File: config.mk
export PLATFORM = sky130hd
export DESIGN_NAME = cordic_sweep_ctrl
export DESIGN_NICKNAME = d
export VERILOG_FILES = /design/src/rtl/cordic_ctrl_pkg.sv /design/src/rtl/cordic_sweep_ctrl.sv
export SDC_FILE = /design/constraint.sdc
export NUM_CORES = 1
export LEC_CHECK = 0
export CAP_MARGIN = 10
export CORE_ASPECT_RATIO = 0.5
export CORE_MARGIN = 2
export CORE_UTILIZATION = 30
export DETAILED_ROUTE_END_ITERATION = 12
export GPL_TIMING_DRIVEN = 1
export PLACE_DENSITY = 0.61
export SLEW_MARGIN = 0
export SYNTH_ARGS = -nofsm -noshare
export SYNTH_HDL_FRONTEND = slang
export SYNTH_SLANG_ARGS = --single-unit
export TNS_END_PERCENT = 50
File: constraint.sdc
create_clock -name clk -period 3.45 [get_ports clk]
set_input_delay 0.5175 -clock clk [delete_from_list [all_inputs] [get_ports clk]]
set_output_delay 0.5175 -clock clk [all_outputs]
set_load 0.02 [all_outputs]
File: src/rtl/cordic_ctrl_pkg.sv
`default_nettype none
// +------------------------------------------------------------------+
// | cordic_ctrl_pkg                                                  |
// | Shared state encoding and default widths for the CORDIC sweeper. |
// | Rev 1.0                                                          |
// +------------------------------------------------------------------+
package cordic_ctrl_pkg;

    localparam int N_DEF     = 16;
    localparam int P_DEF     = 18;
    localparam int CNT_W_DEF = 8;

    typedef enum logic [1:0] {
        ST_IDLE = 2'd0,
        ST_WAIT = 2'd1,
        ST_HOLD = 2'd2,
        ST_FIN  = 2'd3
    } state_t;

endpackage
`default_nettype wire

File: src/rtl/cordic_sweep_ctrl.sv
`default_nettype none
// +------------------------------------------------------------------+
// | cordic_sweep_ctrl                                                |
// | Sweeps the CORDIC angle and hands cos/sin samples downstream.    |
// | Rev 1.0                                                          |
// +------------------------------------------------------------------+
module cordic_sweep_ctrl
    import cordic_ctrl_pkg::*;
#(
    parameter int N     = N_DEF,
    parameter int P     = P_DEF,
    parameter int LAT   = 1,
    parameter int CNT_W = CNT_W_DEF
) (
    input  logic             clk,
    input  logic             rst,
    input  logic             start,
    input  logic [N-1:0]     theta0,
    input  logic [N-1:0]     step,
    input  logic [CNT_W-1:0] count,
    output logic [N-1:0]     theta_o,
    input  logic [P-1:0]     cos_i,
    input  logic [P-1:0]     sin_i,
    output logic             out_valid,
    input  logic             out_ready,
    output logic [P-1:0]     cos_o,
    output logic [P-1:0]     sin_o,
    output logic [CNT_W-1:0] idx_o,
    output logic             busy,
    output logic             done
);

    localparam int           WW       = $clog2(LAT + 1);
    localparam logic [WW-1:0] c_reload = WW'(LAT - 1);

    state_t           r_state;
    logic [N-1:0]     r_step;
    logic [CNT_W-1:0] r_count;
    logic [WW-1:0]    r_wait;
    logic [N-1:0]     r_theta;
    logic [P-1:0]     r_cos;
    logic [P-1:0]     r_sin;
    logic [CNT_W-1:0] r_idx;
    logic             r_valid;
    logic             r_busy;
    logic             r_done;

    logic             w_last;

    assign w_last = (r_idx == r_count - CNT_W'(1));

    always_ff @(posedge clk or posedge rst) begin
        if (rst) begin
            r_state <= ST_IDLE;
            r_step  <= '0;
            r_count <= '0;
            r_wait  <= '0;
            r_theta <= '0;
            r_cos   <= '0;
            r_sin   <= '0;
            r_idx   <= '0;
            r_valid <= 1'b0;
            r_busy  <= 1'b0;
            r_done  <= 1'b0;
        end else begin
            case (r_state)
                ST_IDLE: begin
                    if (start) begin
                        if (count != '0) begin
                            r_step  <= step;
                            r_count <= count;
                            r_theta <= theta0;
                            r_idx   <= '0;
                            r_wait  <= c_reload;
                            r_busy  <= 1'b1;
                            r_state <= ST_WAIT;
                        end else begin
                            // Empty sweep: report completion without producing data.
                            r_done  <= 1'b1;
                            r_state <= ST_FIN;
                        end
                    end
                end
                ST_WAIT: begin
                    if (r_wait == '0) begin
                        r_cos   <= cos_i;
                        r_sin   <= sin_i;
                        r_valid <= 1'b1;
                        r_state <= ST_HOLD;
                    end else begin
                        r_wait <= r_wait - 1'b1;
                    end
                end
                ST_HOLD: begin
                    if (out_ready) begin
                        r_valid <= 1'b0;
                        if (w_last) begin
                            r_busy  <= 1'b0;
                            r_done  <= 1'b1;
                            r_state <= ST_FIN;
                        end else begin
                            // Angle wraps modulo 2^N by construction.
                            r_theta <= r_theta + r_step;
                            r_idx   <= r_idx + 1'b1;
                            r_wait  <= c_reload;
                            r_state <= ST_WAIT;
                        end
                    end
                end
                ST_FIN: begin
                    r_done  <= 1'b0;
                    r_state <= ST_IDLE;
                end
                default: r_state <= ST_IDLE;
            endcase
        end
    end

    assign theta_o   = r_theta;
    assign cos_o     = r_cos;
    assign sin_o     = r_sin;
    assign idx_o     = r_idx;
    assign out_valid = r_valid;
    assign busy      = r_busy;
    assign done      = r_done;

endmodule
`default_nettype wire

# Word level (Yosys, flattened, before mapping)

Index checks and enable logic that the tools add are counted.

Input port bits: 80
Output and inout port bits: 63
Logic and storage cells: 76
Register bits: 90

Equal/unequal tests: 11
Reduce and logical (&&, ||, !) cells: 14
Multiplexer cells: 35
Bitwise operators: 1
$add $sub $neg: 4

Operators with widths:

| operator                                                            | number |
|---|---|
| 16-bit 2-to-1 mux                                                   | 4 |
| 8-bit 2-to-1 mux                                                    | 4 |
| 16-bit one-hot mux with 2 select lines                              | 1 |
| 5-bit AND reduction                                                 | 4 |
| 16-bit adder                                                        | 1 |
| 8-bit one-hot mux with 2 select lines                               | 1 |
| 1-bit 2-to-1 mux                                                    | 15 |
| 2-bit != test (second input constant)                               | 7 |
| 2-bit 2-to-1 mux                                                    | 5 |
| 3-bit AND reduction                                                 | 3 |
| 8-bit by 1-bit adder with 8-bit output (second input constant)      | 1 |
| 8-bit == test                                                       | 1 |
| 2-bit one-hot mux with 4 select lines                               | 1 |
| 8-bit nonzero test                                                  | 1 |
| 8-bit by 1-bit subtractor with 8-bit output (second input constant) | 1 |
| 1-bit one-hot mux with 3 select lines                               | 2 |
| 3-bit nonzero test                                                  | 2 |
| 2-bit == test (second input constant)                               | 2 |
| 1-bit one-hot mux with 2 select lines                               | 2 |
| 2-bit nonzero test                                                  | 2 |
| 2-bit by 1-bit == test with 1-bit output (second input constant)    | 1 |
| 2-bit zero test                                                     | 1 |
| 2-bit AND reduction                                                 | 1 |
| 1-bit NOT                                                           | 1 |
| 1-bit subtractor (second input constant)                            | 1 |

# Longest topological paths before layout

Gate-level depths: netlist of run 1.

Word-level depth: 5
Mapped depth: 11
Mapped depth without buffers: 10

# Worst setup path after synthesis of run 1

Ideal clock, no wire load.

Path type: reg-to-reg
Start: register r_count[0]
End: register r_theta[15], in the netlist theta_o[15]
Path buffers: 1
Clock period less this slack: 2.865 ns
Data arrival time: 2.739 ns
Setup slack: 0.585 ns
Data required time: 3.324 ns
Setup time: 0.126 ns
Cell stages (with the launch flop): 11
Path through: dfrtp_1 -> inv_1 -> ha_1 -> or3b_4 -> o31a_1 -> or4_1 -> a211o_2 -> and2_4 -> buf_6 -> mux2_4 -> o311a_1

Cells in the longest elaborated chain, start to end: 4

Ends and longest elaborated chain:

| element                                     | line                     | RTL |
|---|---|---|
| start: declaration                          | cordic_sweep_ctrl.sv:38  | `logic [CNT_W-1:0] r_count;` |
| start signal: assignment                    | cordic_sweep_ctrl.sv:71  | `r_count <= count;` |
| 8-bit by 1-bit subtractor with 8-bit output | cordic_sweep_ctrl.sv:50  | `assign w_last = (r_idx == r_count - CNT_W'(1));` |
| 8-bit == test                               | cordic_sweep_ctrl.sv:50  |  |
| 2-bit != test (no line)                     | -                        |  |
| 5-bit AND reduction (no line)               | -                        |  |
| end signal: assignment                      | cordic_sweep_ctrl.sv:72  | `r_theta <= theta0;` |
| end signal: assignment                      | cordic_sweep_ctrl.sv:103 | `r_theta <= r_theta + r_step;` |
| end: declaration                            | cordic_sweep_ctrl.sv:40  | `logic [N-1:0] r_theta;` |

Every way passes these cells.
A chain may end at the register's enable or synchronous reset.

# Final worst setup path of run 1

Ends and elaborated chain as after synthesis.

==> results of run 1 <==
registers in the layout (all words and copies together), names as in the netlist:
signal / cells
cos_o: 18
sin_o: 18
r_step: 16
theta_o: 16
idx_o: 8
r_count: 8
r_state: 2
busy: 1
done: 1
out_valid: 1
stage by stage:
stage	setup slack [ns]	util [%]
6_report	0.414	44.7
5_1_grt	0.303	44.7
4_1_cts	0.420	44.7
3_5_place_dp	0.430	42.4
3_3_place_gp	0.485	42.4
2_1_floorplan	0.585	-
cells in the mapped netlist, drive strengths merged, types with 6 or more instances:
cell type,number
a31oi,11
ha,17
inv,17
o21ai,19
nor2b,6
nand3,8
dfrtp,89
nand2,97
a21oi,22
clkbuf,18
mux2,38
xnor2,8
nor2,23
xor2,12
worst min path at each step:
stage / to / slack (ns) / cells past startpoint
floorplan: r_step[0]$_DFFE_PP0P_ / 0.45 / 2
global placement: r_step[7]$_DFFE_PP0P_ / 0.47 / 2
detailed placement: r_step[7]$_DFFE_PP0P_ / 0.47 / 2
CTS: r_step[7]$_DFFE_PP0P_ / 0.48 / 2
global route: r_step[5]$_DFFE_PP0P_ / 0.50 / 2
finish: r_step[5]$_DFFE_PP0P_ / 0.48 / 2
final cells by class:
type                       count  share of cell area, %
timing repair buffer         149                   22.6
sequential                    89                   33.8
tap                          198                   3.76
multi-input combinational    337                   33.9
clock buffer                  11                   3.84
inverter                      17                  0.988
clock inverter                 5                   1.18
per-layer routing:
layer  vias to the layer above  part of all wire [%]
li1                       1901                     -
met1                      1856                    46
met2                        68                    49
met3                        12                   4.1
met4                         0                  0.91
met5                         -                     0
cell families (layout without fill, tap and decap cells):
| group | count (synthesis) | in the layout |
|---|---|---|
| simple gates | 169 | 169 |
| flops | 89 | 89 |
| fa+ha+maj | 18 | 18 |
| compound gates | 90 | 90 |
| xor+xnor | 20 | 20 |
| buf+inv | 40 | 182 |
| mux | 40 | 40 |
power by group:
| group | total (mW) | switching (mW) | internal, mW |
|---|---|---|---|
| clock network | 1.09 | 0.413 | 0.672 |
| registers | 1.91 | 0.379 | 1.53 |
| logic | 3.67 | 1.91 | 1.76 |
| total | 6.67 | 2.71 | 3.97 |
worst max-delay path, stage by stage (launching register included):
cell and delay [ns]:
dfrtp_1 0.41, inv_1 0.09, ha_1 0.20, or3b_4 0.42, o31a_1 0.26, or4_1 0.50, a211o_2 0.33, and2_4 0.28
mux2_4 0.33, o311a_1 0.10
==> flow_metrics.py, run 1 <==
metrics = {
    "worst_setup_path": {
        "start_kind": "register",
        "end_kind": "register",
        "cp-startpoint": "r_count[0]$_DFFE_PP0P_",
        "r2r-end": "theta_o[15]$_DFFE_PP0P_",
        "reg2reg_from": "r_count[0]$_DFFE_PP0P_",
        "rrSetupSlack_ns": 0.41,
        "reg2regPathDepth": 9,
        "critPathCapture": "theta_o[15]$_DFFE_PP0P_",
        "critical_path_arrival_ns": 3.26,
        "required_ns": 3.67,
        "worst-path-max-fanout": 33,
        "path_class": "reg2reg",
    },
    "die": {
        "die_y_microns": 91.7,
        "die_x_microns": 179,
        "fp.coreArea_sq_mm": 0.0147,
        "initial_core_util_pct": 31.3,
        "rows": 31,
        "die_area_sq_mm": 0.0164,
        "num_io_pins": 143,
    },
    "grt": {
        "grt_pass1_wl_microns": 20000,
        "grt_pass1_vias": 3909,
        "grtUsageTotal_pct": 15.4,
        "grt_overflow": 0,
        "use_met1_pct": 20.6,
        "antenna_found_initial": 0,
        "grt_max_degree": 90,
        "grt_busiest_layer": "met2",
        "met3_usage_pct": 3.61,
        "grtUsageMet2_pct": 25.3,
    },
    "cells_and_area": {
        "ff_latch_area_sq_mm": 0.00223,
        "final_common_cell": "clkdlybuf4s50_1",
        "num-fill-cells": 1429,
        "drive_above_1_share_pct": 12.0,
        "multi_input_area_sq_mm": 0.00223,
        "diodes": 0,
        "stdcell_area_sq_mm": 0.00659,
        "num-nets-final": 701,
        "syn2layout_area_growth_pct": 42.8,
        "finalNonFillerCells": 806,
        "final_cell_mix": "clkdlybuf4s50_1 (142), nand2_1 (97), dfrtp_1 (89)",
    },
    "pwr": {
        "p_per_area_mw_per_mm2": 1010,
        "finalPower_mw": 6.67,
        "leakage_nw": 2.82,
        "ir_drop_mv": 0.377,
    },
    "yosys": {
        "avgSynthCellArea_sq_um": 9.90,
        "post_synth_num_cell_types": 54,
        "yosysTopAreaCell": "dfrtp_1",
        "synth-edff-count": 0,
        "ys.flop_type": "dfrtp_1",
        "ys_seq_elements": 89,
        "syn-instance-count": 466,
        "synth_xor_area_share_pct": 3.80,
        "syn_area_sq_mm": 0.00461,
        "yosys.area_share.simple_pct": 16.7,
        "synthMuxAreaShare_pct": 9.79,
        "synthArstFlopShare_pct": 100,
        "synthAdderAreaFrac_pct": 5.05,
        "yosysSeqAreaShare_pct": 48.3,
        "synth_warnings": 0,
        "yosysTopAreaCellShare_pct": 48.3,
        "synth_compound_area_share_pct": 12.8,
        "synth_top_family_by_area": "simple AND/OR/NAND/NOR gates",
        "postSynthNetCount": 564,
        "netlist_top_cells_area": "dfrtp_1 (48%), mux2_2 (9.0%), nand2_1 (7.9%)",
    },
    "timing": {
        "relSlewSlack_pct": 29.0,
        "rsz0062_at_grt": "no",
        "hold_ws_ns": 0.481,
        "finalCritPeriodShare_pct": 88.0,
        "drv_slew": 0,
        "worst_pin_slew_ns": 1.06,
        "final-setup-viol-count": 0,
        "fin_setup_tns_ns": 0,
        "skew_ns": 0.00995,
        "max_freq_mhz": 329,
        "final.min_clock_period_ns": 3.04,
        "hold_viol": 0,
    },
    "clock_tree": {
        "hold_buffers": 0,
        "htreeDepth": 3,
        "ctsRootBufferMaster": "clkbuf_16",
        "cts.path.max_buffers": 2,
        "post_cts.repair.setup_buffers": 0,
        "cts_resized": 0,
        "clk_pin_slew_ns": 0.07,
        "numCtsBuffers": 9,
        "cts_tree": "yes",
        "clk_latency_ns": 0.34,
        "clkSinkCount": 89,
    },
    "placement": {
        "port_buffers": 142,
        "postPlaceCellArea_sq_mm": 0.00626,
        "dp_hpwl_microns": 8870,
        "finalWeightedCongestion": 0.774,
        "dp_cells": 790,
    },
    "worst_hold_path": {
        "min_from": "r_step[5]$_DFFE_PP0P_",
        "hold_class": "reg2reg",
    },
    "detailed_routing": {
        "drtAntennaViolNets": 0,
        "wl_per_cell_microns": 15.1,
        "wirelength_microns": 12200,
        "drt_iter0_drc": 212,
        "drc_errors": 0,
        "first_pass_iters": 4,
        "vias_per_cell": 4.76,
        "vias": 3837,
    },
    "run_status": {
        "status": "complete, no violations",
    },
    "run": {
        "cap_violations": 0,
    },
}
(Power assumes the default switching activity.)
==> run 2: changes to the inputs <==
--- a/config.mk
+++ b/config.mk
@@ -8,10 +8,10 @@
 export CAP_MARGIN = 10
 export CORE_ASPECT_RATIO = 0.5
 export CORE_MARGIN = 2
-export CORE_UTILIZATION = 30
+export CORE_UTILIZATION = 47
 export DETAILED_ROUTE_END_ITERATION = 12
 export GPL_TIMING_DRIVEN = 1
-export PLACE_DENSITY = 0.61
+export PLACE_DENSITY = 0.86
 export SLEW_MARGIN = 0
 export SYNTH_ARGS = -nofsm -noshare
 export SYNTH_HDL_FRONTEND = slang
==> constraint.sdc (replaced) <==
create_clock -name clk -period 3.55 [get_ports clk]
set_input_delay 0.5325 -clock clk [delete_from_list [all_inputs] [get_ports clk]]
set_output_delay 0.5325 -clock clk [all_outputs]
set_load 0.02 [all_outputs]
==> flow_metrics.py, run 2 (synthesis results as in run 1) <==
metrics = {
    "detailed_routing": {
        "first_pass_iters": 4,
        "wl_per_cell_microns": 15.1,
        "vias": 3888,
        "vias_per_cell": 5.25,
        "drtAntennaViolNets": 0,
        "wirelength_microns": 11200,
        "drt_iter0_drc": 228,
        "drc_errors": 0,
    },
    "timing": {
        "finalCritPeriodShare_pct": 86.7,
        "rsz0062_at_grt": "no",
        "relSlewSlack_pct": 33.6,
        "worst_pin_slew_ns": 0.994,
        "final-setup-viol-count": 0,
        "fin_ws_ns": 0.473,
        "final.min_clock_period_ns": 3.08,
        "hold_ws_ns": 0.489,
        "fin_setup_tns_ns": 0,
        "hold_viol": 0,
        "max_freq_mhz": 325,
        "skew_ns": 0.00450,
        "drv_slew": 0,
    },
    "cells_and_area": {
        "drive_above_1_share_pct": 11.6,
        "num-fill-cells": 704,
        "finalNonFillerCells": 740,
        "final_common_cell": "clkdlybuf4s50_1",
        "diodes": 0,
        "syn2layout_area_growth_pct": 39.7,
        "num-nets-final": 698,
        "final_cell_mix": "clkdlybuf4s50_1 (142), nand2_1 (97), dfrtp_1 (89)",
    },
    "run_status": {
        "status": "complete, no violations",
    },
    "grt": {
        "grtUsageTotal_pct": 21.6,
        "grt_overflow": 0,
        "grt_pass1_wl_microns": 18100,
        "grt_pass1_vias": 3784,
        "antenna_found_initial": 0,
        "grt_max_degree": 54,
    },
    "worst_setup_path": {
        "critPathMaxStageDelay_ns": 0.50,
        "path_class": "reg2reg",
        "crit_chain": "inv_1, ha_1, or3b_4, o31a_1, or4_1, a211o_2, and2_4, mux2_4, o311a_1",
        "start_kind": "register",
        "required_ns": 3.77,
        "cp_slowest_cell": "or4_1",
        "end_kind": "register",
        "worst-path-max-fanout": 33,
        "critical_path_arrival_ns": 3.30,
    },
    "clock_tree": {
        "clkSinkCount": 89,
        "cts.path.max_buffers": 2,
        "post_cts.repair.setup_buffers": 0,
        "hold_buffers": 0,
        "clk_latency_ns": 0.34,
        "cts_resized": 0,
        "clk_pin_slew_ns": 0.07,
        "htreeDepth": 3,
        "ctsRootBufferMaster": "clkbuf_16",
        "cts_tree": "yes",
        "numCtsBuffers": 9,
    },
    "die": {
        "fp.coreArea_sq_mm": 0.00948,
        "die_area_sq_mm": 0.0107,
        "num_io_pins": 143,
        "die_y_microns": 74.0,
        "die_x_microns": 144,
        "rows": 25,
        "initial_core_util_pct": 48.7,
    },
    "placement": {
        "port_buffers": 142,
        "dp_hpwl_microns": 8200,
        "post-place-ws_ns": 0.514,
        "dp_cells": 724,
        "finalWeightedCongestion": 0.894,
    },
    "pwr": {
        "leakage_nw": 2.78,
        "ir_drop_mv": 0.433,
        "p_per_area_mw_per_mm2": 980,
    },
    "run": {
        "cap_violations": 0,
    },
    "worst_hold_path": {
        "hold_class": "reg2reg",
    },
}
run 2: changes by cell type in the layout (fill, tap and decap cells not counted), sizes merged:
cell / previous run / this run
clkinvlp: 1 / 3
buf: 7 / 4
clkbuf: 11 / 9
inv: 16 / 20
bufinv: 2 / 0
clkinv: 3 / 1
run 2: final cells by class:
type	count	area, sq um	area share [%]
repair buffers	146	1460	22.7
flip-flops and latches	89	2230	34.6
multi-input cells	337	2230	34.6
clock inverters	7	62.6	0.971
clock buffers	9	225	3.50
inverters	17	65.1	1.01
well taps	135	169	2.62
run 2: final timing paths:
kind / startpoint / end / slack, ns / depth (start not counted)
max: r_count[0]$_DFFE_PP0P_ / theta_o[15]$_DFFE_PP0P_ / 0.47 / 9
min: r_step[2]$_DFFE_PP0P_ / r_step[2]$_DFFE_PP0P_ / 0.49 / 2
max reg2reg: r_count[0]$_DFFE_PP0P_ / theta_o[15]$_DFFE_PP0P_ / 0.47 / 9
min reg2reg: r_step[2]$_DFFE_PP0P_ / r_step[2]$_DFFE_PP0P_ / 0.49 / 2
max in group asynchronous: rst / cos_o[15]$_DFFE_PP0P_ / 2.25 / 3
min in group asynchronous: rst / cos_o[7]$_DFFE_PP0P_ / 0.60 / 2
run 2: per-layer routing:
layer / global-route usage, % / share of wire, % / routed length (microns)
met1: 27.9 / 45 / 4990
met5: 0 / 0 / 0
met3: 6.18 / 5.9 / 658
met2: 37.1 / 48 / 5410
met4: 4.58 / 0.97 / 108
run 2: power by group:
| part | leakage [nW] | internal, mW | total, mW | switching, mW |
|---|---|---|---|---|
| clock | 0.133 | 0.489 | 0.916 | 0.427 |
| combinational | 1.57 | 1.70 | 3.54 | 1.85 |
| sequential | 1.08 | 1.49 | 1.86 | 0.368 |
| total | 2.78 | 3.68 | 6.32 | 2.64 |
run 2: critical path, delay by kind of cell, from the launching register on:
kind	cells	cell delay, ns
buffers and inverters	1	0.11
DFF	1	0.41
and+or+nand+nor	3	1.20
AOI/OAI and AO/OA	3	0.70
adders and majority gates	1	0.22
muxes	1	0.33
run 2: metrics by stage:
stage	power [mW]	util, %	cell area, sq um
2_1_floorplan	4.19	-	4610
3_3_place_gp	5.29	64.9	6150
3_5_place_dp	5.39	64.9	6150
4_1_cts	6.35	68.0	6440
5_1_grt	6.77	68.0	6440
6_report	6.32	68.0	6440
==> run 3: changes to the inputs <==
--- a/config.mk
+++ b/config.mk
@@ -6,7 +6,6 @@
 export NUM_CORES = 1
 export LEC_CHECK = 0
 export CAP_MARGIN = 10
-export CORE_ASPECT_RATIO = 0.5
 export CORE_MARGIN = 2
 export CORE_UTILIZATION = 47
 export DETAILED_ROUTE_END_ITERATION = 12
==> flow_metrics.py, run 3 (synthesis results as in run 1) <==
metrics = {
    "run_status": {
        "status": "complete, no violations",
    },
    "pwr": {
        "pwr-share-comb_pct": 58.6,
        "leakage_nw": 2.74,
        "power_frac_clock_pct": 11.0,
        "seq_power_share_pct": 30.5,
        "internal_power_mw": 3.48,
        "switchingPower_mw": 2.63,
        "finalPower_mw": 6.11,
        "swShare_pct": 43.0,
        "ir_drop_mv": 0.582,
        "p_per_area_mw_per_mm2": 965,
    },
    "grt": {
        "grt_overflow": 0,
        "grt_pass1_vias": 3899,
        "grt_pass1_wl_microns": 18200,
        "grtUsageTotal_pct": 22.1,
        "antenna_found_initial": 0,
        "grt_max_degree": 54,
    },
    "worst_setup_path": {
        "crit_buf_inv": 1,
        "rrSetupSlack_ns": 0.46,
        "required_ns": 3.81,
        "start_kind": "register",
        "worst-path-max-fanout": 33,
        "cpLargestDelayFamily": "simple AND/OR/NAND/NOR gates",
        "reg2reg_from": "r_count[0]$_DFFE_PP0P_",
        "crit_chain": "inv_1, ha_1, or3b_4, o31a_1, or4_1, a211o_2, and2_4, mux2_4, o311a_1",
        "reg2regPathDepth": 9,
        "path_class": "reg2reg",
        "critPathMaxStageDelay_ns": 0.51,
        "cp_slowest_cell": "or4_1",
        "r2r-end": "theta_o[15]$_DFFE_PP0P_",
        "end_kind": "register",
        "critical_path_arrival_ns": 3.35,
    },
    "clock_tree": {
        "numCtsBuffers": 9,
        "post_cts.repair.setup_buffers": 0,
        "cts_resized": 0,
        "clk_latency_ns": 0.37,
        "clk_pin_slew_ns": 0.09,
        "clkSinkCount": 89,
        "cts_tree": "yes",
        "hold_buffers": 0,
        "cts.path.max_buffers": 2,
        "ctsRootBufferMaster": "clkbuf_8",
        "htreeDepth": 3,
    },
    "die": {
        "die_y_microns": 103,
        "die_x_microns": 103,
        "rows": 36,
        "num_io_pins": 143,
        "initial_core_util_pct": 47.8,
        "fp.coreArea_sq_mm": 0.00964,
        "die_area_sq_mm": 0.0106,
    },
    "cells_and_area": {
        "syn2layout_area_growth_pct": 37.4,
        "num-fill-cells": 800,
        "final_cell_mix": "clkdlybuf4s50_1 (142), nand2_1 (97), dfrtp_1 (89)",
        "drive_above_1_share_pct": 11.6,
        "num-nets-final": 699,
        "final_common_cell": "clkdlybuf4s50_1",
        "diodes": 0,
    },
    "worst_hold_path": {
        "hold_depth": 2,
        "hold_class": "reg2reg",
        "min_from": "r_step[11]$_DFFE_PP0P_",
        "worstHoldEndpoint": "r_step[11]$_DFFE_PP0P_",
    },
    "placement": {
        "post-place-ws_ns": 0.504,
        "port_buffers": 142,
        "dp_hpwl_microns": 8710,
        "finalWeightedCongestion": 0.865,
    },
    "detailed_routing": {
        "wl_per_cell_microns": 16.0,
        "drc_errors": 0,
        "drt_iter0_drc": 235,
        "wirelength_microns": 11800,
        "first_pass_iters": 5,
        "vias_per_cell": 5.37,
        "drtAntennaViolNets": 0,
        "vias": 3971,
    },
    "timing": {
        "final-setup-viol-count": 0,
        "worst_pin_slew_ns": 0.995,
        "rsz0062_at_grt": "no",
        "skew_ns": 0.0111,
        "finalCritPeriodShare_pct": 87.2,
        "fin_ws_ns": 0.456,
        "hold_viol": 0,
        "max_freq_mhz": 323,
        "fin_setup_tns_ns": 0,
        "final.min_clock_period_ns": 3.09,
        "relSlewSlack_pct": 33.5,
        "drv_slew": 0,
    },
    "run": {
        "cap_violations": 0,
    },
}
[run 3: changes by cell type in the layout (fill, tap and decap cells not counted), sizes merged]
cell / previous run / this run
clkinv: 1 / 2
buf: 4 / 5
inv: 20 / 18
clkinvlp: 3 / 1
clkbuf: 9 / 12
[run 3: worst max path at each step]
stage	to	cells after the start	start	slack (ns)
after floorplan	theta_o[15]$_DFFE_PP0P_	10	r_count[0]$_DFFE_PP0P_	0.69
after global placement	theta_o[15]$_DFFE_PP0P_	9	r_count[0]$_DFFE_PP0P_	0.62
after detailed placement	theta_o[15]$_DFFE_PP0P_	9	r_count[0]$_DFFE_PP0P_	0.50
after CTS	theta_o[15]$_DFFE_PP0P_	9	r_count[0]$_DFFE_PP0P_	0.47
after global routing	theta_o[15]$_DFFE_PP0P_	9	r_count[0]$_DFFE_PP0P_	0.36
final	theta_o[15]$_DFFE_PP0P_	9	r_count[0]$_DFFE_PP0P_	0.46
[run 3: metal layers]
layer | vias up | global-route usage [%] | share of wire, %
li1 | 1895 | - | -
met1 | 1931 | 28.3 | 41
met2 | 122 | 35.7 | 51
met3 | 23 | 6.24 | 5.6
met4 | 0 | 8.20 | 2.2
met5 | - | 0 | 0
[run 3: through the flow]
stage	hold slack, ns	cells	utilization, %	instance area (sq um)
after global routing	0.516	739	65.7	6340
after floorplan	0.450	466	-	4610
after detailed placement	0.469	723	63.8	6150
final	0.487	739	65.7	6340
after CTS	0.494	739	65.7	6340
after global placement	0.471	723	63.8	6150
[run 3: layout make-up]
| class | instances | area, sq um | share of cell area [%] |
|---|---|---|---|
| Clock buffer | 12 | 155 | 2.45 |
| Clock inverter | 4 | 33.8 | 0.533 |
| Inverter | 17 | 65.1 | 1.03 |
| Multi-Input combinational cell | 337 | 2230 | 35.2 |
| Sequential cell | 89 | 2230 | 35.2 |
| Tap cell | 133 | 166 | 2.63 |
| Timing Repair Buffer | 147 | 1460 | 23.0 |
[run 3: power by group through the flow]
stage / clock network [mW] / logic, mW / registers [mW]
4_1_cts: 0.687 / 3.58 / 1.86
5_1_grt: 0.736 / 3.87 / 1.93
2_1_floorplan: 0 / 2.00 / 2.19
3_5_place_dp: 0 / 3.54 / 1.88
3_3_place_gp: 0 / 3.42 / 1.85
6_report: 0.670 / 3.58 / 1.86
[run 3: worst reg2reg max path, stage by stage, from the launching register on]
cell,delay [ns]
dfrtp_1,0.43
inv_1,0.09
ha_1,0.22
or3b_4,0.42
o31a_1,0.26
or4_1,0.51
a211o_2,0.33
and2_4,0.29
mux2_4,0.34
o311a_1,0.10
==> variant 1 (config.mk and constraints of run 2) <==
Reset style: synchronous (`rst`), changed in one clocked block.
--- a/src/rtl/cordic_sweep_ctrl.sv
+++ b/src/rtl/cordic_sweep_ctrl.sv
@@ -51,3 +51,3 @@
 
-    always_ff @(posedge clk or posedge rst) begin
+    always_ff @(posedge clk) begin
         if (rst) begin
Check against the original RTL: differs if rst is asserted again (counterexample within 4 cycles, from zero or initial values and one cycle with rst high); with rst held inactive, the same outputs for 4 cycles.
==> variant 1 against run 2 <==
Cell area shrank 4.2%; sequential cell count is the same; cell count grew 10%; via count grew 13%; first-iteration DRC count grew 32%; global-route usage grew 2.1 points; synthesized area shrank 4.7%; critical endpoint is now idx_o[5]; critical path type unchanged; worst setup slack gained 0.29 ns; wire length grew 6.9%; fmax grew 10%.
Power is not compared: it rests on default switching activity, and its combinational part moved more than twofold at a synthesized area within 25%.
==> variant 1: results (changes against run 2) <==
- Vias in the first global route: 4166 (+10%)
- First-pass GRT wire length: 19.4 mm (+7.5%)
- Wire per inst: 14.6 µm (-3.2%)
- Initial antenna violation count: 0 (unchanged)
- Layout non-clock buf frac: 0.238 (+0.0107)
- Fillers: 723 (+2.7%)
- Buffers, non-clock: 149 (+2.1%)
- Inverter count: 9 (-8)
- Commonest cells in the netlist: nand2_1 (152), dfxtp_1 (89), a21oi_1 (85)
- Biggest Area Class: multi-input combinational cells
- P_comb: 0.648 mW
- DRT iter0 DRCs: 301 (+32%)
- Hpwl dp: 8.64 mm (+5.3%)
- CP max-delay cell: o21ai_2
- Share of cells above drive strength 1: 0.0514 (-0.0643)
- First-pass DRT Iterations: 5 (+1)
- Detailed-route via count: 4411 (+13%)
- Clock-cell share: 0.0493 (+0.00458)
- Yosys cell types: 58 (+7.4%)
- Share of flip-flops with an asynchronous set or reset: 0 (-1.00)
- Post-Layout Cell Count: 817 (+10%)
- Placed cells: 801 (+11%)
- Largest net degree at the start of global routing: 56 (+3.7%)
- Total track usage: 0.237 (+0.0208)
- CTS max path bufs: 2 (unchanged)
- CP max stage delay: 0.70 ns (+0.20 ns)
- Synth area leader: dfxtp_1
- Worst Skew: 0.00303 ns (-0.00147 ns)
- Nets: 793 (+14%)
- # diodes: 0 (unchanged)
- Synth area leaders: dfxtp_1 (41%), nand2_1 (13%), a21oi_1 (9.7%), ha_1 (4.8%), nor2_1 (2.5%)
- Synthesized Nets: 668 (+18%)
- Worst-path fanout max: 23 (-30%)
- Multi-input gates: 437 (+30%)
- Num sequential: 89 (unchanged)
- Worst path top cell family by delay: compound AO/OA/AOI/OAI gates
- Sequential element share of the synthesized area: 0.405 (-0.0776)
- Leak: 2.28 nW
- CTS H-Tree Depth: 3 (unchanged)
- Status: completed
- Storage cell area: 0.00178 mm² (-20%)
- Worst path arrival time: 3.05 ns (-0.25 ns)
- Switching Share: 0.297
- Avg Cell Area, Syn: 7.71 µm² (-22%)
- GP Congestion: 0.899 (+0.58%)
- PostCTS Resize Cnt: 0 (unchanged)
- TritonCTS buffer count: 9 (unchanged)
- Clkbuf count: 10 (+1)
- Multi-input gate area: 0.00244 mm² (+9.4%)
- Slew headroom: 0.419 (+0.0837)
- ANT nets after route: 0 (unchanged)
==> variant 1: changes by cell type after synthesis, sizes merged, moves of 8 or more <==
cell / run 2 / this run
mux2: 38 / 1
nand2: 97 / 152
clkbuf: 18 / 30
a211oi: 1 / 13
a21oi: 22 / 86
dfrtp: 89 / 0
inv: 17 / 9
dfxtp: 0 / 89
==> variant 1: final timing paths <==
check	from	to	slack, ns	cells past startpoint
hold / removal	sin_o[3]	sin_o[3]	0.45	2
hold reg to reg	sin_o[3]	sin_o[3]	0.45	2
setup / recovery	r_count[0]	idx_o[5]	0.76	9
setup reg to reg	r_count[0]	idx_o[5]	0.76	9
==> variant 1: worst min-delay path: stages, from the launching register on <==
cell,delay [ns]
dfxtp_1,0.31
nand2_1,0.05
a21oi_1,0.05
==> variant 1: through the flow <==
step                       util  setup slack, ns  instance area (µm²)
final                     0.695            0.765                 6170
after CTS                 0.695            0.770                 6170
after detailed placement  0.660            0.455                 5870
after global routing      0.695            0.512                 6170
after global placement    0.660            0.626                 5870
after floorplan               -             1.27                 4400
==> variant 1: cells by family (layout without fill, tap and decap cells) <==
logic type / after synthesis / after routing / share of synthesized area
mux: 3 / 3 / 0.00712
xor+xnor: 15 / 15 / 0.0299
fa+ha+maj: 18 / 18 / 0.0529
flops: 89 / 89 / 0.405
buf+inv: 44 / 174 / 0.0416
compound gates: 160 / 160 / 0.225
simple gates: 241 / 241 / 0.238
==> variant 1: routing by layer <==
layer,wire length (µm),vias up,GRT usage
met1,5300,2018,0.288
met5,0,-,0
met3,886,14,0.0752
met2,5600,131,0.407
met4,153,0,0.0778
li1,-,2248,-
==> variant 2 (flow settings as in run 2) <==
Made on the original files. The parameter `LAT` goes from 1 to 2.
--- a/src/rtl/cordic_sweep_ctrl.sv
+++ b/src/rtl/cordic_sweep_ctrl.sv
@@ -11,3 +11,3 @@
     parameter int P     = P_DEF,
-    parameter int LAT   = 1,
+    parameter int LAT   = 2,
     parameter int CNT_W = CNT_W_DEF
Check against the original RTL: not equivalent (a bounded check fails within 4 cycles, from zero or initial values and one cycle with rst high).
==> variant 2 against run 2 <==
Sequential share of layout area shrank 0.31 points; sequential cell count grew 2; clock power grew 4.1%; sequential power grew 2%; cell area grew 3.2%; hold slack lost 0.017 ns; largest cell class unchanged; worst setup slack gained 0.0088 ns; fmax grew 0.29%; synthesized cell count grew 5.2%; power grew 2.4%; synthesized area grew 4.1%; wire length grew 2.3%.
==> variant 2: results (changes against run 2) <==
- GR met1 Demand/Resource: 0.271 (-0.00814)
- Worst-path fanout max: 41 (+24%)
- # diodes: 0 (unchanged)
- Worst path arrival time: 3.28 ns (-0.02 ns)
- Met1 wire length: 4.87 mm (-2.4%)
- Clk Latency, worst-skew pair: 0.33 ns
- Maximum vdd drop: 0.505 mV (+17%)
- Hold_sp: out_valid
- NetSw: 2.72 mW (+3.1%)
- Hpwl dp: 8.35 mm (+1.8%)
- Final WS setup: 0.482 ns (+0.00877 ns)
- Via/cell ratio: 5.24 (-0.28%)
- DRT iter0 DRCs: 273 (+20%)
- Yosys cell types: 49 (-9.3%)
- PostCTS Resize Cnt: 0 (unchanged)
- Status: completed
- Worst setup path endpoint: idx_o[6]
- CP max stage delay: 0.88 ns (+0.38 ns)
- Share of cells above drive strength 1: 0.120 (+0.00436)
- WL final: 11.4 mm (+2.3%)
- Commonest cells in the netlist: nand2_1 (108), dfrtp_1 (91), mux2_2 (36)
- Hold Crit Endpoint: out_valid
- Most used DFF post-synth: dfrtp_1
- Worst Skew: 0.00780 ns (+0.00330 ns)
- Clock share of power: 0.148 (+0.003)
- Worst path top cell family by delay: compound AO/OA/AOI/OAI gates
- Placed cells: 757 (+4.6%)
- CTS H-Tree Depth: 3 (unchanged)
- Met2 WL post-DR: 5.53 mm (+2.2%)
- GP Congestion: 0.831 (-7.0%)
- Leak: 2.91 nW (+4.7%)
- Sequential element share of the synthesized area: 0.474 (-0.00858)
- First-pass GRT wire length: 18.4 mm (+1.5%)
- Vias in the first global route: 3790 (+0.16%)
- Synth area leaders: dfrtp_1 (47%), mux2_2 (8.4%), nand2_1 (8.4%), ha_1 (4.7%), nor2_1 (2.7%)
- Largest net degree at the start of global routing: 52 (-3.7%)
- Synthesized Nets: 589 (+4.4%)
- Detailed route wirelength on metal3: 828 µm (+26%)
- DP Worst Slack: 0.488 ns (-0.0262 ns)
- Post-CTS setup buffer count: 0 (unchanged)
- Nets: 727 (+4.2%)
- Avg Cell Area, Syn: 9.80 µm² (-1.0%)
- CP max-delay cell: a21oi_4
- Worst-Margin Slew: 1.18 ns (+0.182 ns)
- M2 GR Usage: 0.356 (-0.0151)
- Top sig layer: met4
- Worst min path class: flop to flop
- TritonCTS buffer count: 9 (unchanged)
- Reg power frac: 0.293 (about the same)
- Met3 usage: 0.0581 (-0.00373)
- Clk root buf: clkbuf_16
- P_comb: 3.62 mW (+2%)
- Hold_ws: 0.471 ns (-0.0173 ns)
- Dpl cell area: 0.00635 mm² (+3.1%)
- Share of flip-flops with an asynchronous set or reset: 1.00 (unchanged)
- Detailed-route via count: 4050 (+4.2%)
- Total track usage: 0.210 (-0.00611)
variant 2: changes by cell type after synthesis, moves of 4 or more:
cell	change
nor2_1	+12
nand2_1	+11
a211oi_1	+9
a31oi_1	-6
nand2b_1	+6
nor2b_1	-6
mux2i_1	+5
o21a_1	-5
or4_1	-5
a21oi_2	+4
a31oi_2	+4
variant 2: cell type report:
class | count | area (µm²)
Clock buffer | 9 | 225
Clock inverter | 7 | 73.8
Fill cell | 792 | 3440
Inverter | 20 | 76.3
Multi-Input combinational cell | 359 | 2360
Sequential cell | 91 | 2280
Tap cell | 140 | 175
Timing Repair Buffer | 147 | 1460
variant 2: cell families after synthesis:
logic type               Yosys count  share of synthesized area
XOR/XNOR                          18                     0.0328
multiplexers                      44                      0.101
buffers and inverters             40                     0.0352
AND/OR/NAND/NOR                  183                      0.167
flip-flops                        91                      0.474
AO/OA/AOI/OAI                     95                      0.138
adder cells (fa/ha/maj)           19                     0.0511
